--- src/rtl/debug_step_controller_pkg.sv ---
// Shared types for the debug step controller: step modes, command opcodes, burst length helper.
package debug_step_controller_pkg;

  typedef enum logic [1:0] {
    HALT        = 2'd0,
    FREE_RUN    = 2'd1,
    STEP_BUTTON = 2'd2,
    BURST       = 2'd3
  } step_mode_t;

  typedef enum logic [1:0] {
    OP_SET_MODE = 2'd0,
    OP_BURST    = 2'd1,
    OP_CLEAR    = 2'd2,
    OP_SINGLE   = 2'd3
  } step_opcode_t;

  localparam int unsigned BURST_ZERO_MEANS = 64;

  typedef logic [6:0] burst_cnt_t;

  // A burst length field of zero requests the maximum burst.
  function automatic burst_cnt_t burst_load(input logic [5:0] n);
    return (n == 6'd0) ? burst_cnt_t'(BURST_ZERO_MEANS) : burst_cnt_t'(n);
  endfunction

endpackage

--- src/rtl/debug_step_controller_if.sv ---
// SPI command byte handshake feeding the debug step controller.
interface debug_step_controller_if;

  logic [7:0] cmd;
  logic       cmd_valid;

  modport master (output cmd, output cmd_valid);
  modport slave  (input  cmd, input  cmd_valid);

endinterface

--- src/rtl/debug_step_controller_tick_divider.sv ---
// Free-running tick divider: pulses wrap in the cycle its count sits at DIV_COUNT-1 while running.
module debug_step_controller_tick_divider #(
  parameter int unsigned DIV_COUNT = 30000000
) (
  input  logic clk,
  input  logic reset,
  input  logic run,
  input  logic clear,
  output logic wrap
);

  localparam int unsigned CW = $clog2(DIV_COUNT);
  localparam logic [CW-1:0] LAST = CW'(DIV_COUNT - 1);

  logic [CW-1:0] cnt;

  always_ff @(posedge clk) begin
    if (reset || clear || !run) begin
      cnt <= '0;
    end else if (cnt == LAST) begin
      cnt <= '0;
    end else begin
      cnt <= cnt + CW'(1);
    end
  end

  assign wrap = run && !clear && (cnt == LAST);

endmodule

--- src/rtl/debug_step_controller.sv ---
// Game-tick source and telemetry counter bank driven by SPI debug commands.
// Optional breakpoint-on-tick-count halt is enabled by defining DEBUG_STEP_BREAKPOINT_EN.
module debug_step_controller
  import debug_step_controller_pkg::*;
#(
  parameter int unsigned DIV_COUNT   = 30000000,
  parameter int unsigned NUM_EVENTS  = 3,
  parameter int unsigned VALUE_WIDTH = 8
) (
  input  logic                                       clk,
  input  logic                                       reset,
  debug_step_controller_if.slave                     spi,
  input  logic                                       step_btn,
  input  logic [NUM_EVENTS-1:0]                      events,
  output logic                                       game_tick,
  output logic [1:0]                                 mode,
  output logic                                       tick_led,
  output logic [NUM_EVENTS:0][VALUE_WIDTH-1:0]       telemetry_values
`ifdef DEBUG_STEP_BREAKPOINT_EN
  ,
  input  logic                                       bp_enable,
  input  logic [VALUE_WIDTH-1:0]                     bp_value,
  output logic                                       bp_hit
`endif
);

  step_mode_t   mode_q, mode_d;
  burst_cnt_t   burst_left, burst_d;
  step_opcode_t opcode;

  logic cmd_valid_q, step_btn_q;
  logic cmd_edge, btn_edge;
  logic op_set, op_burst, op_clear, op_single;
  logic mode_chg, run, wrap, single_ok, tick_req, bp_trip;

  logic [VALUE_WIDTH-1:0]                 tick_cnt, tick_nxt;
  logic [NUM_EVENTS-1:0][VALUE_WIDTH-1:0] evt_cnt, evt_nxt;

  assign cmd_edge  = spi.cmd_valid && !cmd_valid_q;
  assign opcode    = step_opcode_t'(spi.cmd[7:6]);
  assign op_set    = cmd_edge && (opcode == OP_SET_MODE);
  assign op_burst  = cmd_edge && (opcode == OP_BURST);
  assign op_clear  = cmd_edge && (opcode == OP_CLEAR);
  assign op_single = cmd_edge && (opcode == OP_SINGLE);
  assign mode_chg  = op_set || op_burst;

  assign run       = (mode_q == FREE_RUN) || (mode_q == BURST);
  assign single_ok = op_single && ((mode_q == HALT) || (mode_q == STEP_BUTTON));
  assign btn_edge  = step_btn && !step_btn_q && (mode_q == STEP_BUTTON);
  // Back-to-back triggers collapse so game_tick never stays high two cycles.
  assign tick_req  = (wrap || single_ok || btn_edge) && !game_tick;

  debug_step_controller_tick_divider #(
    .DIV_COUNT (DIV_COUNT)
  ) u_divider (
    .clk   (clk),
    .reset (reset),
    .run   (run),
    .clear (mode_chg),
    .wrap  (wrap)
  );

  always_ff @(posedge clk) begin
    if (reset) begin
      cmd_valid_q <= 1'b0;
      step_btn_q  <= 1'b0;
      game_tick   <= 1'b0;
      tick_led    <= 1'b0;
    end else begin
      cmd_valid_q <= spi.cmd_valid;
      step_btn_q  <= step_btn;
      game_tick   <= tick_req;
      if (game_tick) begin
        tick_led <= ~tick_led;
      end
    end
  end

  always_ff @(posedge clk) begin
    if (reset) begin
      mode_q     <= HALT;
      burst_left <= '0;
    end else begin
      mode_q     <= mode_d;
      burst_left <= burst_d;
    end
  end

  // Commands take precedence over breakpoint and burst completion in the same cycle.
  always_comb begin
    mode_d  = mode_q;
    burst_d = burst_left;
    if (op_set) begin
      mode_d  = step_mode_t'(spi.cmd[1:0]);
      burst_d = (step_mode_t'(spi.cmd[1:0]) == BURST) ? burst_cnt_t'(1) : '0;
    end else if (op_burst) begin
      mode_d  = BURST;
      burst_d = burst_load(spi.cmd[5:0]);
    end else if (bp_trip) begin
      mode_d  = HALT;
      burst_d = '0;
    end else if ((mode_q == BURST) && wrap) begin
      if (burst_left <= burst_cnt_t'(1)) begin
        mode_d  = HALT;
        burst_d = '0;
      end else begin
        burst_d = burst_left - burst_cnt_t'(1);
      end
    end
  end

  always_comb begin
    tick_nxt = tick_cnt + {{(VALUE_WIDTH-1){1'b0}}, game_tick};
    evt_nxt  = evt_cnt;
    for (int unsigned i = 0; i < NUM_EVENTS; i++) begin
      evt_nxt[i] = evt_cnt[i] + {{(VALUE_WIDTH-1){1'b0}}, events[i]};
    end
  end

  always_ff @(posedge clk) begin
    if (reset || op_clear) begin
      tick_cnt         <= '0;
      evt_cnt          <= '0;
      telemetry_values <= '0;
    end else begin
      tick_cnt <= tick_nxt;
      evt_cnt  <= evt_nxt;
      if (game_tick) begin
        telemetry_values <= {evt_nxt, tick_nxt};
      end
    end
  end

`ifdef DEBUG_STEP_BREAKPOINT_EN
  assign bp_trip = bp_enable && game_tick && run && !op_clear && (tick_nxt == bp_value);

  always_ff @(posedge clk) begin
    if (reset || mode_chg) begin
      bp_hit <= 1'b0;
    end else if (bp_trip) begin
      bp_hit <= 1'b1;
    end
  end
`else
  assign bp_trip = 1'b0;
`endif

  assign mode = mode_q;

endmodule

--- src/flat_wrapper.sv ---
// flat-port wrapper written by rule: the top's interface ports become plain ports
module debug_step_controller_flat import debug_step_controller_pkg::*;
#(
  parameter int unsigned DIV_COUNT   = 30000000,
  parameter int unsigned NUM_EVENTS  = 3,
  parameter int unsigned VALUE_WIDTH = 8
)
  (clk, reset, step_btn, events, game_tick, mode, tick_led, telemetry_values, spi_cmd, spi_cmd_valid);
  debug_step_controller_if spi_i ();
  input  logic clk;
  input  logic reset;
  input  logic step_btn;
  input  logic [NUM_EVENTS-1:0] events;
  output logic game_tick;
  output logic [1:0] mode;
  output logic tick_led;
  output logic [NUM_EVENTS:0][VALUE_WIDTH-1:0] telemetry_values;
  input wire logic [$bits(spi_i.cmd)-1:0] spi_cmd;
  input wire logic [$bits(spi_i.cmd_valid)-1:0] spi_cmd_valid;
  assign spi_i.cmd = spi_cmd;
  assign spi_i.cmd_valid = spi_cmd_valid;
  debug_step_controller #(.DIV_COUNT(DIV_COUNT), .NUM_EVENTS(NUM_EVENTS), .VALUE_WIDTH(VALUE_WIDTH)) u_core (.clk(clk), .reset(reset), .spi(spi_i), .step_btn(step_btn), .events(events), .game_tick(game_tick), .mode(mode), .tick_led(tick_led), .telemetry_values(telemetry_values));
endmodule
--- config.mk ---
export PLATFORM = sky130hd
export DESIGN_NAME = debug_step_controller_flat
export DESIGN_NICKNAME = d
export VERILOG_FILES = /design/src/rtl/debug_step_controller_pkg.sv /design/src/rtl/debug_step_controller_if.sv /design/src/rtl/debug_step_controller_tick_divider.sv /design/src/rtl/debug_step_controller.sv /design/src/flat_wrapper.sv
export SDC_FILE = /design/constraint.sdc
export NUM_CORES = 1
export LEC_CHECK = 0
export ABC_AREA = 0
export CAP_MARGIN = 10
export CORE_ASPECT_RATIO = 1.2
export CORE_MARGIN = 2
export CORE_UTILIZATION = 45
export CTS_CLUSTER_SIZE = 24
export DETAILED_ROUTE_END_ITERATION = 8
export PLACE_DENSITY_LB_ADDON = 0.1
export SLEW_MARGIN = 5
export SYNTH_ARGS = -nofsm -noshare
export SYNTH_HDL_FRONTEND = slang
export SYNTH_SLANG_ARGS = --single-unit
--- constraint.sdc ---
create_clock -name clk -period 3.58 [get_ports clk]
set_input_delay 0.716 -clock clk [delete_from_list [all_inputs] [get_ports clk]]
set_output_delay 0.716 -clock clk [all_outputs]
set_load 0.01 [all_outputs]
---- Yosys cells after proc, flatten, opt, wreduce, memory -nomap -nowiden ----
Index checks and enable logic that the tools add are counted.
word-level totals
  bits in registers ....................... 102
  word-level logic and storage cells ...... 73
operators by class
  magnitude comparators ................... 1
  mux-type cells .......................... 10
  bitwise logic cells ..................... 1
  equal/unequal tests ..................... 8
  add/sub/neg operators ................... 6
  reductions and logical operators ........ 32
operators by type and width
  kind                                                                   number
  7-bit two-way mux                                                      5
  8-bit by 1-bit adder with 8-bit output                                 4
  25-bit by 1-bit adder with 25-bit output, second input constant        1
  25-bit == test, second input constant                                  1
  1-bit logical AND                                                      12
  2-bit == test, second input constant                                   5
  1-bit logical OR                                                       8
  2-bit two-way mux                                                      4
  7-bit by 1-bit <= comparator with 1-bit output, second input constant  1
  7-bit by 1-bit subtractor with 7-bit output, second input constant     1
  6-bit logical NOT                                                      1
  3-bit nonzero test                                                     2
  1-bit logical NOT                                                      5
  2-bit by 1-bit == test with 1-bit output, second input constant        2
  2-bit logical NOT                                                      2
  2-bit AND reduction                                                    1
  2-bit OR reduction                                                     1
  1-bit two-way mux                                                      1
  1-bit NOT                                                              1

---- Logic depth before layout (Yosys ltp) ----
  depth after elaboration ................. 11
  mapped depth ............................ 7

---- Cells and area by module ----
From an unflattened synthesis, not the netlist that was laid out.
second synthesis, totals
  cells, all modules ...................... 470
  area, all modules ....................... 4,265.3 um^2
modules (own cells, without submodules)
  module                              cells each  instances  area an instance (um^2)
  debug_step_controller               335         1          3,119.2
  debug_step_controller_tick_divider  135         1          1,146.1

---- Least setup slack after synthesis ----
No wires, ideal clock.
  path type ............................... register to register
  start ................................... register u_core.u_divider.cnt[13]
  end ..................................... register u_core.burst_left[0]
  cell stages (with the launch flop) ...... 7
  buffers on the path ..................... 1
  period minus slack after synthesis ...... 2.553 ns
  arrival time ............................ 2.478 ns
  setup time .............................. 0.074 ns
  required time ........................... 3.506 ns
  path slack .............................. 1.027 ns
  cell sequence ........................... dfxtp_1 or4_1 or4_4 or4_4 buf_6 or3_1 a31oi_1
on the way
  cells in the longest elaborated chain, start to end .. 4
RTL lines
  item                          line                                      source
  start, declared               debug_step_controller_tick_divider.sv:15  logic [CW-1:0] cnt;
  start signal, assigned        debug_step_controller_tick_divider.sv:23  cnt <= cnt + CW'(1);
  25-bit == test                debug_step_controller_tick_divider.sv:27  assign wrap = run && !clear && (cnt == LAST);
  1-bit logical AND             debug_step_controller_tick_divider.sv:27
  1-bit logical AND             debug_step_controller.sv:102              end else if ((mode_q == BURST) && wrap) begin
  3-bit nonzero test (no line)  -
  end signal, assigned          debug_step_controller.sv:85               burst_left <= burst_d;
  end, declared                 debug_step_controller.sv:28               burst_cnt_t burst_left, burst_d;
No other way between the ends.
A chain may end at the register's enable or synchronous reset.

---- Final worst setup path ----
  start ................................... register u_core.u_divider.cnt[13]
  end ..................................... register u_core.burst_left[2]
Same word-level chain as after synthesis.

==> summary.txt <==
Yosys
  – Primary FF master, synth: dfxtp_1
  – Synth warnings: 0
  – Distinct cell type count after synthesis: 42
  – Ys async rst share: 0
  – Post-synth EDFFs: 0
  – XOR/XNOR Fraction of Synth Area: 0.101
  – Cell Area, Synth: 4160 µm²
  – Sequential share of the synthesized area: 0.491
  – Adder-Cell Fraction of Synth Area: 0.0331
  – Multiplexer area fraction after synthesis: 0.0241
  – Synthesized area per cell: ~9.2 µm²
  – Cells after Synth: around 450
  – Main combinational cell family by area after synthesis: simple AND/OR/NAND/NOR gates
  – Yosys reg bits: about 100
  – Post-synthesis compound-gate area fraction: 0.0846
  – Post-Synth Simple-Gate Area: 0.243
  – Syn_nets: 480

Worst setup path
  – Arr. time, crit path: between 2 and 3 ns
  – Worst setup SP type: register
  – Worst R2R End: u_core.burst_left[2]
  – Endpoint type of the worst setup path: register
  – CP Class: reg2reg
  – Critical path peak fanout: 11
  – Worst R2R Start: u_core.u_divider.cnt[13]
  – Worst R2R Path Depth: 5
  – Crit path required time: approximately 3.9 ns
  – Reg-to-reg slack, setup: between 0.9 and 1 ns

Min path
  – Hold Startpoint: u_core.u_divider.cnt[0]
  – Worst Hold Class: reg2reg
  – Hold path depth: 1
  – Hold Path Sink: u_core.u_divider.cnt[0]

Clock tree
  – Clk slew on worst S/H paths: approximately 0.10 ns
  – Postcts setup bufs: 0
  – H-tree levels: 3
  – Clock Sinks: around 100
  – Clock Latency Late Sink: ~0.37 ns
  – TritonCTS buffer count: 9
  – CTS max path bufs: 2
  – Cts hold-fix bufs: 0
  – CTS tree: yes
  – Clock tree root buffer cell: clkbuf_8
  – # resized after CTS: 0

Die
  – DIE WIDTH: just over 90 µm
  – Num ports: between 50 and 60
  – Number of cell rows: 38
  – Starting Density: 0.460
  – Die Footprint: ~10000 µm²
  – Height of the die: around 110 µm
  – CORE AREA: around 9000 µm²

STA
  – Fmax achieved: approximately 380 MHz
  – # setup viols final: 0
  – Skew final: around 0.011 ns
  – Final period util: 0.744
  – Slew Limit Fails: 0
  – Final-report hold violation count: 0
  – Final setup margin: between 0.9 and 1 ns
  – Hold Slack: 0.457 ns
  – Slew @ Worst Pin: approximately 0.91 ns
  – Sum Neg Setup Slack: 0 ns
  – Min Clock Period, post-route: 2.66 ns
  – RSZ-0062 raised after global routing: false
  – Slew HR: 0.387

Placement
  – # placed instances: approximately 600
  – PortBufs: 50
  – GP Congestion: 0.810
  – Post-place setup slack: between 0.9 and 1 ns
  – Dpl cell area: approximately 4800 µm²
  – HPWL Detailed: between 5 and 6 mm

Power
  – Psw: 520 µW
  – Comb power frac: 0.083
  – Power density over the cells: just over 400 nW/µm²
  – LEAKAGE: 1.72 nW
  – Switching part of the total: 0.257
  – Maximum VDD drop: between 0.0002 and 0.00025 V
  – P_int: between 1.5 and 2 mW
  – Seq pwr share: 0.583
  – Clk pwr share: 0.334
  – Tot Pwr: approximately 2.0 mW

Routing
  – Vias per cell: between 5 and 6
  – Routed wire length per instance: ~13 µm
  – Vias: around 3200
  – Routed Wire Length: about 7.8 mm
  – DR DRC count: 0
  – TritonRoute pass-1 iters: 4
  – First-iteration detailed-routing DRC count: 81
  – Routed Antenna Nets: 0

Flow run
  – MaxCap Viol Count: 0

Global routing
  – Initial antenna violation count: 0
  – Number of global-route vias before repair: 3012
  – Largest net degree at the start of global routing: 57
  – First-pass GRT wire length: between 10 and 15 mm
  – Overall global routing resource usage: 0.166
  – Grt total ovfl: 0

Cells and area
  – Final core occ: 0.547
  – Non-Filler Instances: around 630
  – Layout cells sized above 1: 0.0614
  – Total Nets Final: between 500 and 600
  – Ant. Diodes: 0
  – Area growth, synth to finish: 18.9%
  – Fin area: 4940 µm²

Run status
  – Outcome: finished, final reports clean
==> layout make-up <==
class | count | area, µm²
inverters | 6 | 22.5
repair buffers | 54 | 531
multi-input cells | 328 | 2020
fillers | 853 | 4090
well taps | 120 | 150
flip-flops and latches | 102 | 2040
clock inverters | 6 | 53.8
clock buffers | 9 | 124
==> worst max-delay path by stage <==
stage | from | endpoint | slack (ns) | cells past startpoint
after floorplan | u_core.u_divider.cnt[13] | u_core.burst_left[0] | 1.03 | 6
after detailed placement | u_core.u_divider.cnt[13] | u_core.burst_left[2] | 0.93 | 5
after global placement | u_core.u_divider.cnt[13] | u_core.burst_left[2] | 0.94 | 5
after CTS | u_core.u_divider.cnt[13] | u_core.burst_left[2] | 0.91 | 5
after global routing | u_core.u_divider.cnt[13] | u_core.burst_left[2] | 0.83 | 5
final | u_core.u_divider.cnt[13] | u_core.burst_left[2] | 0.92 | 5
==> synthesized netlist by cell type, drive strengths merged (3+ instances only) <==
master	count	area (µm²)
o211ai	3	22.5
xor2	30	263
a211oi	26	195
o21ai	8	40.0
or2	5	31.3
mux2i	10	100
dfxtp	102	2040
buf	5	26.3
a21oi	9	45.0
nor3	10	50.1
nand2	16	60.1
clkbuf	13	48.8
nand3	27	135
nand4	5	31.3
nor2	95	357
or4	3	30.0
ha	11	138
and3	15	95.1
or3	4	26.3
nand4b	3	26.3
nor4	4	25.0
xnor2	18	158
and2	9	56.3
inv	6	22.5
==> flip-flops by register name (all words and copies together), names as in the netlist, 2 cells and up <==
signal / cells
u_core.evt_cnt: 24
u_core.telemetry_values: 32
u_core.mode: 2
u_core.tick_cnt: 8
u_core.u_divider.cnt: 25
u_core.burst_left: 7
==> cells by family after synthesis <==
family	after synthesis
compound gates	52
xor+xnor	48
fa+ha+maj	11
buf+inv	24
flops	102
mux	10
simple gates	207
==> layout by cell type, fill, tap and decap left out, drive strengths merged, types with 4 or more instances in the layout <==
cell type and instances:
nor3 10, nor4 4, and3 15, nand4 5, xor2 30, xnor2 18, or3 4, clkdlybuf4s50 50
ha 11, buf 4, clkbuf 9, nor2 95, o21ai 8, inv 9, dfxtp 102, a211oi 26
nand2 16, a21oi 9, nand3 27, and2 9, mux2i 10, or2 5
==> power by group through the flow <==
stage                     logic, mW  clock network, mW  registers (mW)
after floorplan              0.0939                  0            1.21
after global placement        0.168                  0            1.21
after detailed placement      0.169                  0            1.21
after CTS                     0.170              0.701            1.18
after global routing          0.188              0.744            1.19
final                         0.168              0.676            1.18
==> critical path, cell delays in order (launching register included) <==
cell	delay, ns
dfxtp_1	0.36
or4_1	0.53
or4_4	0.51
or4_4	0.64
or3_1	0.40
a31oi_1	0.15
==> metal layers <==
layer / GRT usage / share of wire
met1: 0.211 / 0.47
met2: 0.278 / 0.48
met3: 0.0240 / 0.034
met4: 0.0821 / 0.018
met5: 0 / 0
Power figures use the tool's default switching activity.
